## src/rtl/pe_array_out_collector.sv

```systemverilog
// PE-array result collector: lossy-input FIFO to valid/ready stream with framing.
// Define COLLECT_STATS_EN to add accepted/dropped beat counters.
module pe_array_out_collector #(
  parameter int DATA_WIDTH = 16,
  parameter int FIFO_DEPTH = 32,
  parameter int FRAME_LEN  = 16
) (
  input  logic                          clk,
  input  logic                          rst_n,
  input  logic                          din_v,
  input  logic [2*DATA_WIDTH-1:0]       din,
  output logic                          m_tvalid,
  input  logic                          m_tready,
  output logic [2*DATA_WIDTH-1:0]       m_tdata,
  output logic                          m_tlast,
  output logic [$clog2(FIFO_DEPTH):0]   level,
  output logic                          overflow,
  input  logic                          clr_ovf
`ifdef COLLECT_STATS_EN
  ,
  output logic [31:0]                   rx_cnt,
  output logic [31:0]                   drop_cnt
`endif
);

  localparam int W  = 2 * DATA_WIDTH;
  localparam int AW = $clog2(FIFO_DEPTH);
  localparam int LW = AW + 1;
  localparam int FW = (FRAME_LEN > 1) ? $clog2(FRAME_LEN) : 1;
  localparam logic [LW-1:0] FULL = LW'(FIFO_DEPTH);
  localparam logic [FW-1:0] FMAX = FW'(FRAME_LEN - 1);

  typedef enum logic {BODY, LAST} frame_e;

  frame_e        fst;
  logic [W-1:0]  mem [FIFO_DEPTH];
  logic [AW-1:0] wr_ptr;
  logic [AW-1:0] rd_ptr;
  logic [FW-1:0] fcnt;
  logic [FW-1:0] fcnt_nx;
  logic [LW-1:0] ram_cnt;
  logic          pop;
  logic          acc;
  logic          drop;
  logic          load;
  logic          ram_rd;
  logic          bypass;
  logic          ram_wr;

  // The output register holds one word; the RAM holds level minus that word.
  always_comb begin
    pop     = m_tvalid & m_tready;
    acc     = din_v & ((level != FULL) | pop);
    drop    = din_v & (level == FULL) & ~pop;
    ram_cnt = level - LW'(m_tvalid);
    load    = ~m_tvalid | pop;
    ram_rd  = load & (ram_cnt != '0);
    bypass  = load & (ram_cnt == '0) & acc;
    ram_wr  = acc & ~bypass;
    fcnt_nx = fcnt;
    if (pop)
      fcnt_nx = (fcnt == FMAX) ? '0 : fcnt + 1'b1;
  end

  always_ff @(posedge clk) begin
    if (ram_wr)
      mem[wr_ptr] <= din;
  end

  always_ff @(posedge clk or negedge rst_n) begin
    if (!rst_n) begin
      m_tvalid <= 1'b0;
      m_tdata  <= '0;
      fst      <= BODY;
      level    <= '0;
      overflow <= 1'b0;
      wr_ptr   <= '0;
      rd_ptr   <= '0;
      fcnt     <= '0;
    end else begin
      fcnt <= fcnt_nx;
      if (ram_wr)
        wr_ptr <= wr_ptr + 1'b1;
      if (ram_rd)
        rd_ptr <= rd_ptr + 1'b1;
      // A newly loaded word's frame position is the post-pop counter value.
      if (load) begin
        m_tvalid <= ram_rd | bypass;
        if (ram_rd)
          m_tdata <= mem[rd_ptr];
        else if (bypass)
          m_tdata <= din;
        fst <= ((ram_rd | bypass) && fcnt_nx == FMAX) ? LAST : BODY;
      end
      if (acc & ~pop)
        level <= level + 1'b1;
      else if (pop & ~acc)
        level <= level - 1'b1;
      if (drop)
        overflow <= 1'b1;
      else if (clr_ovf)
        overflow <= 1'b0;
    end
  end

  assign m_tlast = (fst == LAST);

`ifdef COLLECT_STATS_EN
  always_ff @(posedge clk or negedge rst_n) begin
    if (!rst_n) begin
      rx_cnt   <= '0;
      drop_cnt <= '0;
    end else if (clr_ovf) begin
      rx_cnt   <= '0;
      drop_cnt <= '0;
    end else begin
      if (acc && rx_cnt != '1)
        rx_cnt <= rx_cnt + 1'b1;
      if (drop && drop_cnt != '1)
        drop_cnt <= drop_cnt + 1'b1;
    end
  end
`endif

endmodule

```

## config.mk

```make
export PLATFORM = sky130hd
export DESIGN_NAME = pe_array_out_collector
export DESIGN_NICKNAME = d
export VERILOG_FILES = /design/src/rtl/pe_array_out_collector.sv
export SDC_FILE = /design/constraint.sdc
export NUM_CORES = 1
export LEC_CHECK = 0
export CORE_MARGIN = 4
export CORE_UTILIZATION = 63
export DETAILED_ROUTE_END_ITERATION = 10
export DONT_BUFFER_PORTS = 1
export HOLD_SLACK_MARGIN = 0.02
export PLACE_DENSITY = 0.89
export SLEW_MARGIN = 20
export SYNTH_ARGS = -nofsm -noshare
export SYNTH_HDL_FRONTEND = slang
export SYNTH_SLANG_ARGS = --single-unit
```

## constraint.sdc

```tcl
create_clock -name clk -period 4.3 [get_ports clk]
set_clock_uncertainty 0.1 [all_clocks]
set_input_delay 0.86 -clock clk [delete_from_list [all_inputs] [get_ports clk]]
set_output_delay 0.86 -clock clk [all_outputs]
set_load 0.005 [all_outputs]
```

==> flow_results.org <==
** Clock network
- The number of clock buffers added by TritonCTS is 97.
- The cell sitting at the root of the clock tree is a clkbuf_16.
- CTS saw around 1100 sinks.
- Maximum buffer depth of the clock tree :: 3
- The later pin in the worst-skew pair is clocked with a latency of 0.69 ns.
- The number of gates resized after CTS was 0.
- CTS Hold Bufs :: 2
- Once the clock tree was built, the setup fixing pass inserted 0 buffers.
- The H-tree was split into 3 levels.
- TritonCTS built the clock tree.
- After clock tree synthesis, the clock-pin slew on the worst setup and hold paths is 0.08 ns.

** Outcome
- The flow ran to the end, but the final reports show violations.
- Violated checks :: design-rule violations

** Cells and area
- For this run, the post-layout net count is 2121.
- Of the cells placed in the final design, the portion with a size suffix greater than 1 is 0.2303.
- The area growth from synthesis to layout is 11.57%.

** Synthesis
- In the synthesized netlist the async set-or-reset flop fraction comes to 0.05097.
- Of the synthesized area, sequential elements account for 0.7674.
- Ys flop type :: edfxtp_1
- Mean instance size in the synthesized netlist :: 20.81 um^2
- Number of different library cells in the post-synthesis netlist :: 57
- Post-synthesis instance total :: between 2000 and 2500
- The Yosys step of the flow raised 0 warnings.
- Of the post-synthesis cell area, the dominant cell type holds 0.7345.
- Most numerous cell in the Yosys netlist :: edfxtp_1
- Cell types occupying the most area after synthesis :: edfxtp_1 (73%), mux4_2 (10%), dfrtp_1 (3.3%)
- Counting every net in the synthesized netlist gives 2063.
- Cell type contributing the most total cell area after synthesis :: edfxtp_1
- The synthesized netlist occupies a cell area of 0.04187 mm^2.
- Counting flops with a built-in enable in the synthesized netlist gives 1024.
- After synthesis, the most frequently instantiated cells are edfxtp_1 (1024), mux4_2 (188), mux2i_1 (101).
- After synthesis the netlist holds a flip-flop and latch count of roughly 1100.

** Timing
- Slew headroom :: 0.3006
- Hold is met by 0.1782 ns.
- For the pin with the worst max-slew slack, the measured transition is 1.049 ns.
- The routed design could run at a clock period as short as 3.849 ns.
- The number of failing hold endpoints at the final stage came to 0.
- Setup_tns :: 0 ns
- RSZ-0062 raised after global routing :: no
- Achievable frequency :: roughly 0.26 GHz
- Final period util :: 0.8950
- Slew Viols, Final :: 0
- Setup violations remaining at the end of the flow were counted as 0.

** Setup path
- For this design, the slowest cell found on the critical path is nand2_1.
- Internal reg-to-reg setup slack :: 0.45 ns
- Counting buffers and inverters, the worst setup path is 8 cells deep.
- Crit-path cells :: inv_1 > ha_1 > xor2_1 > o22ai_1 > a21boi_2 > nand2_1 > nor2_4 > buf_4
- Together, buffers and inverters on the worst path number 2.
- FF-to-FF Start :: level[0]$_DFFE_PN0P_
- Along the worst path, the maximum fanout reaches 27.
- Required @ worst endpoint :: between 4 and 5 ns
- Startpoint type of the worst setup path :: register
- Crit path kind :: register to register
- The worst register-to-register path has a depth of 8.
- End point of the critical path :: mem[21][11]$_DFFE_PP_
- The cell family contributing the most delay on the critical path is simple AND/OR/NAND/NOR gates.
- Worst EP arrival :: 4.04 ns
- End of the worst register-to-register path :: mem[21][11]$_DFFE_PP_
- Delay contributed by the slowest stage of the critical path :: 0.66 ns
- Critical Path Sink Type :: register
- CP Launch Point :: level[0]$_DFFE_PN0P_

** Floorplanning
- The core region is 0.06586 mm^2.
- Die span in x :: 265.8 um
- Initial core utilization :: 0.6356
- I/O pin count :: 78
- Y dimension of the die :: 265.8 um
- Row generation in the floorplan step produced 94 rows.
- Area enclosed by the die boundary :: 0.07064 mm^2

** Worst hold path
- Min-Delay Path Class :: input port to register

** Job
- Across the run, the number of max-cap violations was 0.

** GRT
- After global routing the overflow that remains totals 0.
- Via count of the first global-routing pass :: 22438
- For this run, the total global-route usage over all layers was measured as 0.3152.
- Global-route wire length before repair :: ~160000 um
- Pin count of the biggest net entering global routing :: between 60 and 70
- Antenna violations before repair :: 0

** Power and ir drop
- VDD IR-drop max :: 457.7 uV
- In this run the static leakage power is 0.01507 uW.
- P per Cell Area :: 655.3 mW/mm^2

** Placement
- Buffers added on ports :: 0
- DPL Wire Length :: 57150 um
- Routability-driven placement finished with a final weighted congestion of 0.8474.

** Detailed routing
- The routed design has between 100000 and 150000 um of wire.
- Dividing the detail-routed via count by the number of cells gives 7.485.
- The routed layout has 22596 vias.
- ANT nets after route :: 0
- After detailed routing, the number of remaining DRC violations is 2.
- In this run, the number of DRC markers left after iteration 0 of detailed routing was 4242.
- After detailed routing, the average wire length per cell comes to 36.65 um.
- Number of iterations in the first detailed-routing pass :: 11
[cell families after synthesis]
kind of cell | Yosys count | synth area share
xor gates and xnor gates | 13 | 0.002720
muxes | 334 | 0.1395
and+or+nand+nor | 184 | 0.02047
adders and majority gates | 14 | 0.004364
buffers and inverters | 130 | 0.01907
AOI/OAI and AO/OA | 258 | 0.04647
DFF | 1079 | 0.7674
[stage by stage]
stage | cell area, um^2 | utilization | total power [uW] | cells | setup WS (ns)
after floorplan | 41870 | - | 18750 | 2012 | 0.5880
after global placement | 43340 | 0.6581 | 20750 | 2833 | 0.7206
after detailed placement | 43340 | 0.6581 | 21160 | 2833 | 0.5597
after CTS | 46700 | 0.7091 | 30450 | 3018 | 0.4966
after global routing | 46700 | 0.7091 | 31430 | 3018 | 0.3500
final | 46710 | 0.7092 | 30610 | 3019 | 0.4514
[sequential cells by signal, indices dropped and copies added (netlist names)]
signal and flops:
mem 1024, m_tdata 32, level 6, rd_ptr 5
wr_ptr 5, fcnt 4, m_tlast 1, m_tvalid 1
overflow 1
[how the worst min path moves through the flow]
stage / start / endpoint / slack, ns / depth (start not counted)
after global placement: fcnt[2]$_DFF_PN0_ / fcnt[2]$_DFF_PN0_ / 0.42 / 1
after floorplan: fcnt[3]$_DFF_PN0_ / fcnt[3]$_DFF_PN0_ / 0.38 / 1
after detailed placement: m_tlast$_DFFE_PN0P_ / m_tlast$_DFFE_PN0P_ / 0.43 / 1
after CTS: din[14] / mem[1][14]$_DFFE_PP_ / 0.15 / 0
final: din[3] / mem[25][3]$_DFFE_PP_ / 0.18 / 0
after global routing: din[14] / mem[1][14]$_DFFE_PP_ / 0.16 / 0
[placed cells by master (no fill, tap or decap), types with 13 or more instances in the layout]
cell       instances
edfxtp_1        1024
mux4_2           188
mux2i_1          101
clkbuf_16         98
nand2_1           54
dfrtp_1           52
buf_4             51
nand3_1           47
a211oi_1          38
nor2_4            33
a22oi_1           32
o221ai_1          31
a21oi_1           29
mux2_2            24
buf_12            24
a21o_1            22
clkinv_2          22
o22ai_1           21
o211ai_1          20
a22o_1            19
clkinv_1          18
nor2_1            17
clkbuf_1          15
a221oi_1          13
ha_1              13
bufinv_16         13
[where the power goes]
part | switching [uW] | internal, uW
Sequential | 827 | 12400
Clock | 3940 | 5110
Combinational | 4850 | 3480
[cell type report]
class	instances	area [um^2]
clock buffer	119	2591
clock inverter	64	732.0
inverter	12	45.04
timing repair buffer	77	900.9
fill	3347	19160
sequential	1079	32130
multi-input combinational	803	9220
antenna	1	2.502
tap	864	1081
[routing by layer]
layer / part of all wire / global-route usage / wire, um / up-vias
li1: - / - / - / 8523
met1: 0.33 / 0.4293 / 36490 / 11437
met2: 0.49 / 0.5058 / 53960 / 2280
met3: 0.14 / 0.08394 / 15570 / 356
met4: 0.042 / 0.1108 / 4648 / 0
met5: 0 / 0 / 0 / -
(Power assumes the default switching activity.)
